[config.mk]
export PLATFORM = sky130hd
export DESIGN_NAME = rle_decoder
export DESIGN_NICKNAME = d
export VERILOG_FILES = /design/src/rtl/rle_pkg.sv /design/src/rtl/rle_run_counter.sv /design/src/rtl/rle_decoder.sv
export SDC_FILE = /design/constraint.sdc
export NUM_CORES = 1
export LEC_CHECK = 0
export CORE_MARGIN = 4
export CORE_UTILIZATION = 47
export CTS_BUF_LIST = sky130_fd_sc_hd__clkbuf_4 sky130_fd_sc_hd__clkbuf_8
export DETAILED_ROUTE_END_ITERATION = 10
export GPL_TIMING_DRIVEN = 0
export PLACE_DENSITY = 0.83
export SYNTH_ARGS = -nofsm -noshare
export SYNTH_HDL_FRONTEND = slang
export SYNTH_SLANG_ARGS = --single-unit
export TNS_END_PERCENT = 5
[constraint.sdc]
create_clock -name clk -period 3.3 [get_ports clk]
set_input_delay 0.66 -clock clk [delete_from_list [all_inputs] [get_ports clk]]
set_output_delay 0.66 -clock clk [all_outputs]
set_load 0.01 [all_outputs]
[src/rtl/rle_pkg.sv]
`default_nettype none
// +----------------------------------------------------------------------+
// | rle_pkg : widths and FSM state type shared by RLE encoder/decoder     |
// | Revision: 1.0                                                         |
// +----------------------------------------------------------------------+
package rle_pkg;
    localparam int DATA_W = 9;
    localparam int CNT_W  = 8;

    typedef enum logic [0:0] {
        IDLE = 1'b0,
        RUN  = 1'b1
    } state_t;
endpackage
`default_nettype wire

[src/rtl/rle_run_counter.sv]
`default_nettype none
// +----------------------------------------------------------------------+
// | rle_run_counter : remaining-sample counter; zero count means 2^CNT_W  |
// | Revision: 1.0                                                         |
// +----------------------------------------------------------------------+
module rle_run_counter
    import rle_pkg::*;
#(
    parameter int CNT_W = rle_pkg::CNT_W
) (
    input  logic             clk,
    input  logic             rst,
    input  logic             load,
    input  logic             dec,
    input  logic [CNT_W-1:0] load_count,
    output logic [CNT_W:0]   remaining,
    output logic             is_last
);
    localparam logic [CNT_W:0] c_one = {{CNT_W{1'b0}}, 1'b1};
    localparam logic [CNT_W:0] c_max = {1'b1, {CNT_W{1'b0}}};

    logic [CNT_W:0] r_remaining;

    // Load wins over decrement: the last sample of a run and the next pair share an edge.
    always_ff @(posedge clk or posedge rst) begin
        if (rst) begin
            r_remaining <= '0;
        end else if (load) begin
            r_remaining <= (load_count == '0) ? c_max : {1'b0, load_count};
        end else if (dec) begin
            r_remaining <= r_remaining - c_one;
        end
    end

    assign remaining = r_remaining;
    assign is_last   = (r_remaining == c_one);
endmodule
`default_nettype wire

[src/rtl/rle_decoder.sv]
`default_nettype none
// +----------------------------------------------------------------------+
// | rle_decoder : expands (value, count) pairs into a sample stream       |
// | Revision: 1.0                                                         |
// +----------------------------------------------------------------------+
module rle_decoder
    import rle_pkg::*;
#(
    parameter int DATA_W = rle_pkg::DATA_W,
    parameter int CNT_W  = rle_pkg::CNT_W
) (
    input  logic                     clk,
    input  logic                     rst,
    input  logic                     in_valid,
    output logic                     in_ready,
    input  logic signed [DATA_W-1:0] in_value,
    input  logic        [CNT_W-1:0]  in_count,
    output logic                     out_valid,
    input  logic                     out_ready,
    output logic signed [DATA_W-1:0] out_sample,
    output logic                     busy
);
    state_t                    r_state;
    logic signed [DATA_W-1:0]  r_value;
    logic                      r_alive;
    logic [CNT_W:0]            w_remaining;
    logic                      w_is_last;
    logic                      w_in_fire;
    logic                      w_out_fire;

    // r_alive keeps in_ready low until the first edge after reset release.
    assign in_ready   = (r_state == IDLE) ? r_alive : (w_is_last && out_ready);
    assign w_in_fire  = in_valid && in_ready;
    assign w_out_fire = (r_state == RUN) && out_ready;

    rle_run_counter #(
        .CNT_W (CNT_W)
    ) u_run_counter (
        .clk        (clk),
        .rst        (rst),
        .load       (w_in_fire),
        .dec        (w_out_fire),
        .load_count (in_count),
        .remaining  (w_remaining),
        .is_last    (w_is_last)
    );

    always_ff @(posedge clk or posedge rst) begin
        if (rst) begin
            r_state <= IDLE;
            r_value <= '0;
            r_alive <= 1'b0;
        end else begin
            r_alive <= 1'b1;
            case (r_state)
                IDLE: begin
                    if (w_in_fire) begin
                        r_value <= in_value;
                        r_state <= RUN;
                    end
                end
                RUN: begin
                    if (w_out_fire && w_is_last) begin
                        if (w_in_fire) begin
                            r_value <= in_value;
                        end else begin
                            r_state <= IDLE;
                        end
                    end
                end
                default: r_state <= IDLE;
            endcase
        end
    end

    assign out_valid  = (r_state == RUN);
    assign out_sample = r_value;
    assign busy       = (r_state == RUN);
endmodule
`default_nettype wire

==> results of run 1 <==
-- path summary, 6_finish.rpt --
path,slack [ns],start,to
worst max-delay path,0.09,u_run_counter.remaining[2],in_ready
max in group asynchronous,2.03,rst,r_alive
min in group asynchronous,0.78,rst,out_sample[3]
worst min-delay path,0.51,out_sample[1],out_sample[1]
worst min register to register,0.51,out_sample[1],out_sample[1]
worst max register to register,0.75,u_run_counter.remaining[2],u_run_counter.remaining[5]
-- synthesized netlist by cell type, types with 2 or more instances --
master,number
dfrtp_1,20
ha_1,2
inv_1,5
mux2_2,9
mux2_4,7
nand2_1,6
nor2_1,2
nor3_1,3
nor4_1,2
o21ai_0,2
xnor2_1,3
xor2_1,3
-- kinds of logic after synthesis --
family	count (synthesis)	synth area share, %
xor gates and xnor gates	6	5.12
DFF	20	48.8
and+or+nand+nor	20	11.1
buffers and inverters	9	6.10
muxes	17	21.1
other	1	0.366
adders and majority gates	2	2.44
AOI/OAI and AO/OA	7	5.00
-- state kept, by name, summed over array words and instances (netlist names) --
signal,cells
busy,1
u_run_counter.remaining,9
r_alive,1
out_sample,9
-- through the flow --
| stage | area [um2] | instances | setup WS, ns | hold slack (ns) |
|---|---|---|---|---|
| global placement | 1380 | 141 | 0.233 | 0.488 |
| detailed placement | 1380 | 141 | 0.226 | 0.497 |
| finish | 1440 | 146 | 0.0935 | 0.512 |
| global route | 1440 | 146 | 0.0208 | 0.546 |
| floorplan | 1030 | 82 | 0.844 | 0.539 |
| CTS | 1430 | 145 | 0.0467 | 0.518 |
-- final cells by class --
| cell class | instances | area, um2 |
|---|---|---|
| multi-input cells | 53 | 463 |
| clock inverters | 1 | 30.0 |
| plain buffers | 4 | 43.8 |
| repair buffers | 33 | 328 |
| clock buffers | 3 | 22.5 |
| inverters | 5 | 18.8 |
| fillers | 161 | 582 |
| well taps | 27 | 33.8 |
| flip-flops and latches | 20 | 500 |
-- placed cells by master (no fill, tap or decap), types with 2 or more instances in the layout --
master / instances
xnor2_1: 3
ha_1: 2
xor2_1: 3
nor3_1: 3
mux2_4: 7
o21ai_0: 2
inv_1: 5
clkbuf_4: 3
mux2_2: 9
buf_4: 2
nor2_1: 2
dfrtp_1: 20
nand2_1: 6
nor4_1: 2
clkdlybuf4s50_1: 32
-- power groups by stage --
stage	combinational (mW)	clock (mW)	sequential, mW
after floorplan	0.277	0	0.460
after global placement	0.487	0	0.437
after detailed placement	0.501	0	0.448
after CTS	0.507	0.206	0.443
after global routing	0.559	0.218	0.454
final	0.513	0.199	0.439
-- timing repair --
item	4_1_cts	5_1_grt
hold buffers	0	0
gates resized for setup	0	0
buffers inserted	0	1
setup endpoints to repair	0	1
-- worst reg2reg max path: cells and delay by family, from the launching register on --
kind | cells | cell delay (ns)
simple gates | 2 | 1.04
buf+inv | 3 | 0.47
flops | 1 | 0.42
mux | 1 | 0.30
compound gates | 1 | 0.20
-- layer usage --
layer  track usage (%)  vias up  share of wire (%)
met4              8.30        0                1.7
met2              24.8       28                 47
met5                 0        -                  0
met1              16.4      358                 41
met3              7.08        4                 10
li1                  -      355                  -
==> flow_summary.toml, run 1 <==
[sta]
period_minus_slack_ns = 3.21
finalHoldViolCount = 0
finalMaxSlewViolations = 0
clock-skew-final_ns = 0.0134
min_period_over_period_pct = 97.2
relSlewSlack_pct = 48.8
setup_viol = 0
fin_tns_setup_ns = 0
rsz0062_at_grt = "no"
tightest_slew_ns = 0.768
max_freq_mhz = 312

[synthesis]
yosys.area.top_type = "dfrtp_1"
ys_dominant_reg_cell = "dfrtp_1"
syn_nets = 105
synth_edf_count = 0
synth.distinct_cells = 30
synthCells = 82
ys_ff_latch = 20
netlist_top_cells_area = "dfrtp_1, mux2_4, mux2_2"
seq_area_frac_synth_pct = 48.8
synth_area_per_cell_um2 = 12.5
async_flop_share_pct = 100
syn_area_um2 = 1030
yosysTopAreaCellShare_pct = 48.8
ys_warn_count = 0

[worst_setup_path]
required_ns = 2.64
cp-start-kind = "register"
cp_max_fo = 6
crit_chain = "or4_1, buf_2, or4_4, nand2_1, clkdlybuf4s50_1"
worstRegToRegCells = 7
cp_slowest_cell = "or4_4"
critPathTopFamily = "simple AND/OR/NAND/NOR gates"
criticalPathCategory = "reg2out"
cp.depth = 5
critPathBufInv = 2
arrival_ns = 2.55
slowest_delay_ns = 0.55
critPathCaptureType = "primary output"

[floorplanning]
die_w_um = 54.7
dieHeight_um = 54.7
ios = 33
start_util_pct = 50.7
fp-row-count = 16
core-area_um2 = 2020
dieArea_um2 = 2990

[placed_design]
hpwl_mm = 1.51
port_buffers = 32
routabilityCongestion = 0.761

[clock_network]
clkTransAtPathRegs_ns = 0.12
cts_buffer_depth = 2
cts_tree = "built"
worst_skew_pair.late_latency_ns = 0.31
root_buffer = "clkbuf_4"
cts_max_level = 1
cts_sinks = 20
cts_made_buffers = 3

[drt]
vias = 745
wl_mm = 1.99
drc = 0
drtPass1Iterations = 4
drt_iter0_drc = 8
drtAntennaViolNets = 0
wl_per_cell_um = 13.6
vias_per_cell = 5.10

[outcome]
outcome = "completed"

[pwr]
sequentialPowerShare_pct = 38.2
max-vdd-ir-drop_v = 0.000496
comb_power_share_pct = 44.6
switching_share_pct = 29.3
clkPwrFrac_pct = 17.3
p_sw_uw = 337
p_per_area_nw_per_um2 = 799
internal-power_uw = 813
leakage_nw = 0.658
total_power_mw = 1.15

[global_routing]
grt_use_total_pct = 15.3
antenna_found_initial = 0
grt_overflow = 0
grt_max_degree = 21
grt_pass1_wl_mm = 3.15
grt_pass1_vias = 774

[cells_and_area]
diodes = 0
fin_nets = 143
layout-drive-gt1-share_pct = 24.4
syn_to_final_growth_pct = 40.4
fin_util_pct = 71.2

[worst_hold_path]
hold_class = "reg2reg"
hold_depth = 1

[job]
max_cap_violations = 0
No activity file was read; power rests on OpenSTA's default activity.
==> run 2: changes to the inputs <==
--- a/config.mk
+++ b/config.mk
@@ -5,6 +5,8 @@
 export SDC_FILE = /design/constraint.sdc
 export NUM_CORES = 1
 export LEC_CHECK = 0
+export ABC_AREA = 0
+export CORE_ASPECT_RATIO = 0.6
 export CORE_MARGIN = 4
 export CORE_UTILIZATION = 47
 export CTS_BUF_LIST = sky130_fd_sc_hd__clkbuf_4 sky130_fd_sc_hd__clkbuf_8
==> flow_summary.toml, run 2 (same netlist as run 1, synthesis figures left out) <==
[outcome]
outcome = "completed"

[floorplanning]
die_w_um = 68.3
ios = 33
dieArea_um2 = 3020
start_util_pct = 52.6
core-area_um2 = 1950
dieHeight_um = 44.2
fp-row-count = 12

[pwr]
comb_power_share_pct = 43.8
leakage_nw = 0.670
p_per_area_nw_per_um2 = 795
max-vdd-ir-drop_v = 0.000439
internal-power_uw = 805
sequentialPowerShare_pct = 38.7
p_sw_uw = 337
switching_share_pct = 29.5
clkPwrFrac_pct = 17.4

[cells_and_area]
final_area_um2 = 1440
final_common_cell = "clkdlybuf4s50_1"
layout-drive-gt1-share_pct = 23.7
layout_common_cells = "clkdlybuf4s50_1, dfrtp_1, mux2_2, mux2_4, nand2_1"
layout.cells.non_filler = 146
diodes = 0
fin_nets = 142
syn_to_final_growth_pct = 40.0

[clock_network]
cts_sinks = 20
root_buffer = "clkbuf_4"
cts_buffer_depth = 2
post_cts_buffers = 0
cts_tree = "built"
cts_max_level = 1
worst_skew_pair.late_latency_ns = 0.30
clkTransAtPathRegs_ns = 0.11
cts_made_buffers = 3

[global_routing]
top_usage_layer = "met2"
grt_use_total_pct = 16.1
grt_pass1_vias = 817
grtUsageMet3_pct = 6.60
grt_pass1_wl_mm = 3.59
antenna_found_initial = 0
use_met1_pct = 18.5
grt_use_met2_pct = 28.7
grt_max_degree = 21
grt_overflow = 0

[worst_setup_path]
cp_slowest_cell = "or4_4"
required_ns = 2.64
cp-start-kind = "register"
cp_max_fo = 6
critPathCaptureType = "primary output"
crit_chain = "or4_1, buf_2, or4_4, nand2_1, dlymetal6s2s_1"
arrival_ns = 2.20
criticalPathCategory = "reg2out"
slowest_delay_ns = 0.56

[drt]
drt_iter0_drc = 22
wl_mm = 2.08
vias = 725
drc = 0
wl_per_cell_um = 14.2
vias_per_cell = 4.97
drtPass1Iterations = 4
drtAntennaViolNets = 0

[placed_design]
routabilityCongestion = 0.755
placed_area_um2 = 1380
post-place-cells = 142
port_buffers = 32
hpwl_mm = 1.58

[sta]
setup_viol = 0
finalMaxSlewViolations = 0
clock-skew-final_ns = 0.00431
max_freq_mhz = 350
period_minus_slack_ns = 2.86
fin_tns_setup_ns = 0
finalHoldViolCount = 0
tightest_slew_ns = 0.758
rsz0062_at_grt = "no"
relSlewSlack_pct = 49.4
whs_ns = 0.517
min_period_over_period_pct = 86.7

[worst_hold_path]
hold_class = "reg2reg"

[job]
max_cap_violations = 0
==> run 2: changes by cell type in the layout (fill, tap and decap cells not counted), sizes merged <==
cell	previous run	this run
clkdlybuf4s50	32	31
buf	5	4
dlymetal6s2s	0	1
==> run 2: through the flow <==
stage	setup WS [ns]	total power, mW	utilization (%)
after global placement	0.230	0.923	70.8
after detailed placement	0.225	0.944	70.8
after CTS	0.0514	1.15	73.5
final	0.440	1.14	73.6
after global routing	0.350	1.21	73.6
after floorplan	0.844	0.737	-
==> run 2: per-layer routing <==
| metal | vias to the layer above | share of wire, % |
|---|---|---|
| met4 | 0 | 0 |
| met1 | 339 | 42 |
| met2 | 26 | 50 |
| met3 | 0 | 7.2 |
| li1 | 360 | - |
| met5 | - | 0 |
==> run 2: path summary, 6_finish.rpt <==
path / startpoint / cells after the start / slack, ns / end
max: u_run_counter.remaining[2] / 5 / 0.44 / in_ready
min: out_sample[3] / 1 / 0.52 / out_sample[3]
max reg2reg: u_run_counter.remaining[2] / 7 / 0.73 / u_run_counter.remaining[5]
min reg2reg: out_sample[3] / 1 / 0.52 / out_sample[3]
max in group asynchronous: rst / 2 / 2.05 / u_run_counter.remaining[7]
min in group asynchronous: rst / 2 / 0.77 / out_sample[5]
==> run 2: worst max-delay path: cells and delay by family (launching register included) <==
family	cells	cell delay, ns
simple gates	3	1.14
flops	1	0.44
buf+inv	2	0.32
==> run 2: power groups by stage <==
| stage | combinational [mW] | sequential, mW | clock (mW) |
|---|---|---|---|
| 4_1_cts | 0.506 | 0.442 | 0.204 |
| 3_5_place_dp | 0.499 | 0.444 | 0 |
| 2_1_floorplan | 0.277 | 0.460 | 0 |
| 3_3_place_gp | 0.486 | 0.437 | 0 |
| 5_1_grt | 0.540 | 0.458 | 0.215 |
| 6_report | 0.500 | 0.442 | 0.199 |
==> run 2: layout make-up <==
class	instances	area (um2)
Tap cell	28	35.0
Timing Repair Buffer	32	323
Multi-Input combinational cell	53	463
Buffer	4	43.8
Clock inverter	1	30.0
Clock buffer	3	22.5
Sequential cell	20	500
Fill cell	138	515
Inverter	5	18.8
==> run 2: timing repair <==
action / 4_1_cts / 5_1_grt
hold endpoints to repair: 0 / 0
hold buffers: 0 / 0
setup endpoints to repair: 0 / 1
resized for setup: 0 / 1
==> patch 1, RTL diff (config.mk and constraints of run 2) <==
Change the package constant `DATA_W` from 9 to 18.
--- a/src/rtl/rle_pkg.sv
+++ b/src/rtl/rle_pkg.sv
@@ -4,7 +4,7 @@
 // | Revision: 1.0                                                         |
 // +----------------------------------------------------------------------+
 package rle_pkg;
-    localparam int DATA_W = 9;
+    localparam int DATA_W = 18;
     localparam int CNT_W  = 8;
 
     typedef enum logic [0:0] {
Ports: changed (resized in_value and out_sample); port bits go from 33 to 51. The function was not compared with the original's and may differ.
==> patch 1 against run 2 <==
- area after synthesis up 38%
- final area grew 43%
- wire length up 48%
- synthesized cell count is 21% higher
- sequential cell count up 9
- combinational power is 55% higher
- critical path type is now primary input to primary output
- worst setup slack got worse by 0.023 ns
- non-clock buffer count grew 18
- maximum frequency decreased by 0.81%
- clock power up 48%
- first-iteration DRC count down 55%
- count of clock-buffer cells in the layout up 4
- total power grew 51%
==> patch 1: results (changes against run 2) <==
Drt
The wire length on met3 is 199 microns (was 149 microns). The first-iteration detailed-routing DRC count is 10 (was 22). The top metal layer carrying routed signals is met4 (was met3). The routed wire length came to 3084 microns (was 2077 microns).

The length of routed wiring on met1 is 1422 microns (was 880 microns).

Clock tree
The worst-skew pair later-pin latency is 0.27 ns (was 0.30 ns). The number of clock buffers inserted by TritonCTS came to 5 (was 3). The CTS clock-pin slew for the worst setup and hold paths was 0.06 ns (was 0.11 ns).

The CTS H-tree depth came to 2 (was 1).

Synth
The share of synthesized area occupied by flip-flops and latches was 0.5128 (was 0.4878). The post-synthesis net count is 131 (was 105). Ranking of synthesized cells by instance count: sky130_fd_sc_hd__dfrtp_1, sky130_fd_sc_hd__mux2_4, sky130_fd_sc_hd__mux2_2, sky130_fd_sc_hd__nand2_1 (was sky130_fd_sc_hd__dfrtp_1, sky130_fd_sc_hd__mux2_2, sky130_fd_sc_hd__mux2_4, sky130_fd_sc_hd__nand2_1, sky130_fd_sc_hd__inv_1).

Min path
The source of the worst hold timing path was out_sample[7] (was out_sample[3]).

Timing
The worst clock skew is 0.006368 ns (was 0.004311 ns).

Layout
The final-stage net count is 188 (was 142). The number of fill cells is 189 (was 138).

Global routing
The pin count of the biggest net entering global routing came to 30 (was 21). The via count of the first global-routing pass is 1,021 (was 817). The global-route usage over all layers is 0.1665 (was 0.1609).

Run status
Result of the run: complete, no violations (unchanged).

Worst setup path
The reg-to-reg critical path startpoint is u_run_counter.remaining[1] (was u_run_counter.remaining[2]). The beginning of the critical path was out_ready (was u_run_counter.remaining[2]).

Placement
The count of input and output buffers was 50 (was 32).

Power
The total leakage power is 0.0009542 uW (was 0.0006704 uW). The peak supply drop came to 0.4932 mV (was 0.4395 mV).
==> patch 1: cell types whose count changed after synthesis, moves of 2 or more <==
| cell | run 2 | this run |
|---|---|---|
| sky130_fd_sc_hd__mux2_4 | 7 | 18 |
| sky130_fd_sc_hd__dfrtp_1 | 20 | 29 |
| sky130_fd_sc_hd__nor3_1 | 3 | 0 |
| sky130_fd_sc_hd__inv_1 | 5 | 3 |
| sky130_fd_sc_hd__nand4_1 | 0 | 2 |
==> patch 1: layer usage <==
layer  vias to the layer above  GRT usage
met1                       463     0.2192
met5                         -          0
li1                        456          -
met4                         0    0.05429
met3                         4    0.05914
met2                        32     0.2577
==> patch 1: area by class of cell <==
| type | count | area (sq um) | share of cell area |
|---|---|---|---|
| buffer | 4 | 53.80 | 0.02614 |
| clock buffer | 7 | 90.09 | 0.04377 |
| inverter | 3 | 11.26 | 0.005471 |
| multi-input combinational | 63 | 624.3 | 0.3033 |
| sequential | 29 | 725.7 | 0.3526 |
| tap | 42 | 52.55 | 0.02553 |
| timing repair buffer | 50 | 500.5 | 0.2432 |
==> patch 1: critical path, stage by stage <==
cell and delay (ns):
sky130_fd_sc_hd__clkdlybuf4s50_1 0.55, sky130_fd_sc_hd__and4bb_4 0.28, sky130_fd_sc_hd__nand4_2 0.11, sky130_fd_sc_hd__nand2_1 0.08, sky130_fd_sc_hd__clkdlybuf4s50_1 0.54
==> patch 1: cell families after synthesis <==
family,Yosys count,share of synthesized area
compound gates,2,0.01061
fa+ha+maj,2,0.01768
buf+inv,7,0.04598
mux,27,0.2617
simple gates,23,0.09904
flops,29,0.5128
xor+xnor,8,0.04951
other cells,1,0.002650
==> patch 1: worst paths after layout <==
path                                              end  slack (ns)  cells past startpoint
max                                          in_ready        0.42                      5
min                                     out_sample[7]        0.51                      1
max reg2reg                            out_sample[12]        1.44                      8
min reg2reg                             out_sample[7]        0.51                      1
max in group asynchronous  u_run_counter.remaining[7]        1.66                      2
min in group asynchronous               out_sample[8]        0.97                      2
==> patch 1: power by group <==
group | switching, uW | internal (uW) | leakage, uW
logic | 260 | 516 | 0.000561
registers | 123 | 525 | 0.000346
clock network | 121 | 173 | 0.0000477
==> patch 1: per-stage QoR <==
stage / instance area [sq um] / setup WS, ns / cells
after floorplan: 1415 / 1.444 / 99
after CTS: 2058 / 0.4223 / 198
after global placement: 1968 / 0.4367 / 191
after detailed placement: 1968 / 0.4214 / 191
final: 2058 / 0.4163 / 198
after global routing: 2058 / 0.3562 / 198
==> patch 2, RTL diff (settings of run 2) <==
Made on the original files. Make the reset (`rst`) synchronous in 2 clocked blocks.
--- a/src/rtl/rle_run_counter.sv
+++ b/src/rtl/rle_run_counter.sv
@@ -22,7 +22,7 @@
     logic [CNT_W:0] r_remaining;
 
     // Load wins over decrement: the last sample of a run and the next pair share an edge.
-    always_ff @(posedge clk or posedge rst) begin
+    always_ff @(posedge clk) begin
         if (rst) begin
             r_remaining <= '0;
         end else if (load) begin
--- a/src/rtl/rle_decoder.sv
+++ b/src/rtl/rle_decoder.sv
@@ -45,7 +45,7 @@
         .is_last    (w_is_last)
     );
 
-    always_ff @(posedge clk or posedge rst) begin
+    always_ff @(posedge clk) begin
         if (rst) begin
             r_state <= IDLE;
             r_value <= '0;
Behaviour: differs if rst is asserted again (counterexample within 4 cycles, from zero or initial values and one cycle with rst high); with rst held inactive, the same outputs for 10 cycles.
==> patch 2 against run 2 <==
- sequential cell count is the same
- worst hold slack worse by 0.0085 ns
- synthesized cell count rose by 21%
- wire length is 21% higher
- area after synthesis decreased by 2.2%
- final area down 3.6%
- worst setup slack got worse by 0.11 ns
Power is not compared: it rests on default switching activity, and its combinational part moved more than twofold at a synthesized area within 25%.
==> patch 2: results (changes against run 2) <==
Global routing
The pin count of the biggest net entering global routing was 12 (was 21). The met3 capacity usage during global routing is 0.09067 (was 0.06599). The met2 track utilization from global routing is 0.3153 (was 0.2874). The global-route usage over all layers is 0.1997 (was 0.1609).

Drt
The length of routed wiring on met1 is 1114 microns (was 880 microns). The routed length per instance is 15.51 microns (was 14.23 microns). The met2 wire length is 1119 microns (was 1047 microns). The via count of the routed design came to 869 (was 725). The wire length on met3 came to 220 microns (was 149 microns).

Placement
The number of cells in the design after placement is 158 (was 142). The total half-perimeter wirelength after legalization and detailed placement was 1924 microns (was 1580 microns). The routability congestion estimate from global placement came to 0.8151 (was 0.7551). The count of input and output buffers is 31 (was 32).

Worst setup path
The standard cell with the maximum stage delay on the critical path was sky130_fd_sc_hd__clkdlybuf4s50_1 (was sky130_fd_sc_hd__or4_4). The critical path's top delay family is buffers and inverters (was simple AND/OR/NAND/NOR gates).

Synth
Ranking of synthesized cells by instance count: sky130_fd_sc_hd__dfxtp_1, sky130_fd_sc_hd__nor2_1, sky130_fd_sc_hd__mux2i_1, sky130_fd_sc_hd__a211oi_2 (was sky130_fd_sc_hd__dfrtp_1, sky130_fd_sc_hd__mux2_2, sky130_fd_sc_hd__mux2_4, sky130_fd_sc_hd__nand2_1, sky130_fd_sc_hd__inv_1). The share of synthesized registers carrying an async set or reset is 0 (was 1.000). The unique cell type count in the Yosys netlist was 28 (was 30). The share of synthesized area occupied by flip-flops and latches is 0.3990 (was 0.4878). The number of cells produced by synthesis came to 99 (was 82). Largest cells by area after synthesis: sky130_fd_sc_hd__dfxtp_1, sky130_fd_sc_hd__mux2i_1, sky130_fd_sc_hd__a211oi_2, sky130_fd_sc_hd__nor2_1, sky130_fd_sc_hd__xnor2_1 (was sky130_fd_sc_hd__dfrtp_1, sky130_fd_sc_hd__mux2_4, sky130_fd_sc_hd__mux2_2, sky130_fd_sc_hd__xnor2_1, sky130_fd_sc_hd__xor2_1).

Layout
The number of fill cells is 146 (was 138). The total of clock buffers placed in the layout is 4 (was 3). The share of final-layout standard cells stronger than drive strength 1 came to 0.1493 (was 0.2373). The multi-input logic area is 539.3 sq um (was 462.9 sq um). The fraction of area in clock buffers and inverters came to 0.02620 (was 0.03659). The proportion of final cell area spent on non-clock buffers is 0.2593 (was 0.2552). The number of buffers outside the clock class in the layout is 37 (was 36).

Run status
Result of the run: complete, no violations (unchanged).
## patch 2: final timing paths
kind	startpoint	to	slack, ns	depth (start not counted)
setup / recovery	out_ready	in_ready	0.33	5
hold / removal	out_sample[1]	out_sample[1]	0.51	2
setup reg to reg	u_run_counter.remaining[1]	out_sample[5]	1.44	7
hold reg to reg	out_sample[1]	out_sample[1]	0.51	2
## patch 2: through the flow
step,setup WS (ns),cell area [sq um]
final,0.3279,1385
after global routing,0.2088,1385
after CTS,0.3230,1385
after detailed placement,0.3287,1349
after global placement,0.3443,1349
after floorplan,1.487,1003
## patch 2: cell families (layout without fill, tap and decap cells)
kind of cell	Yosys count	count (layout)	share of synthesized area
buffers and inverters	10	45	0.06358
AO/OA/AOI/OAI	14	14	0.1334
XOR/XNOR	7	7	0.06110
adder cells (fa/ha/maj)	2	2	0.02493
multiplexers	11	11	0.1097
flip-flops	20	20	0.3990
AND/OR/NAND/NOR	35	35	0.2082
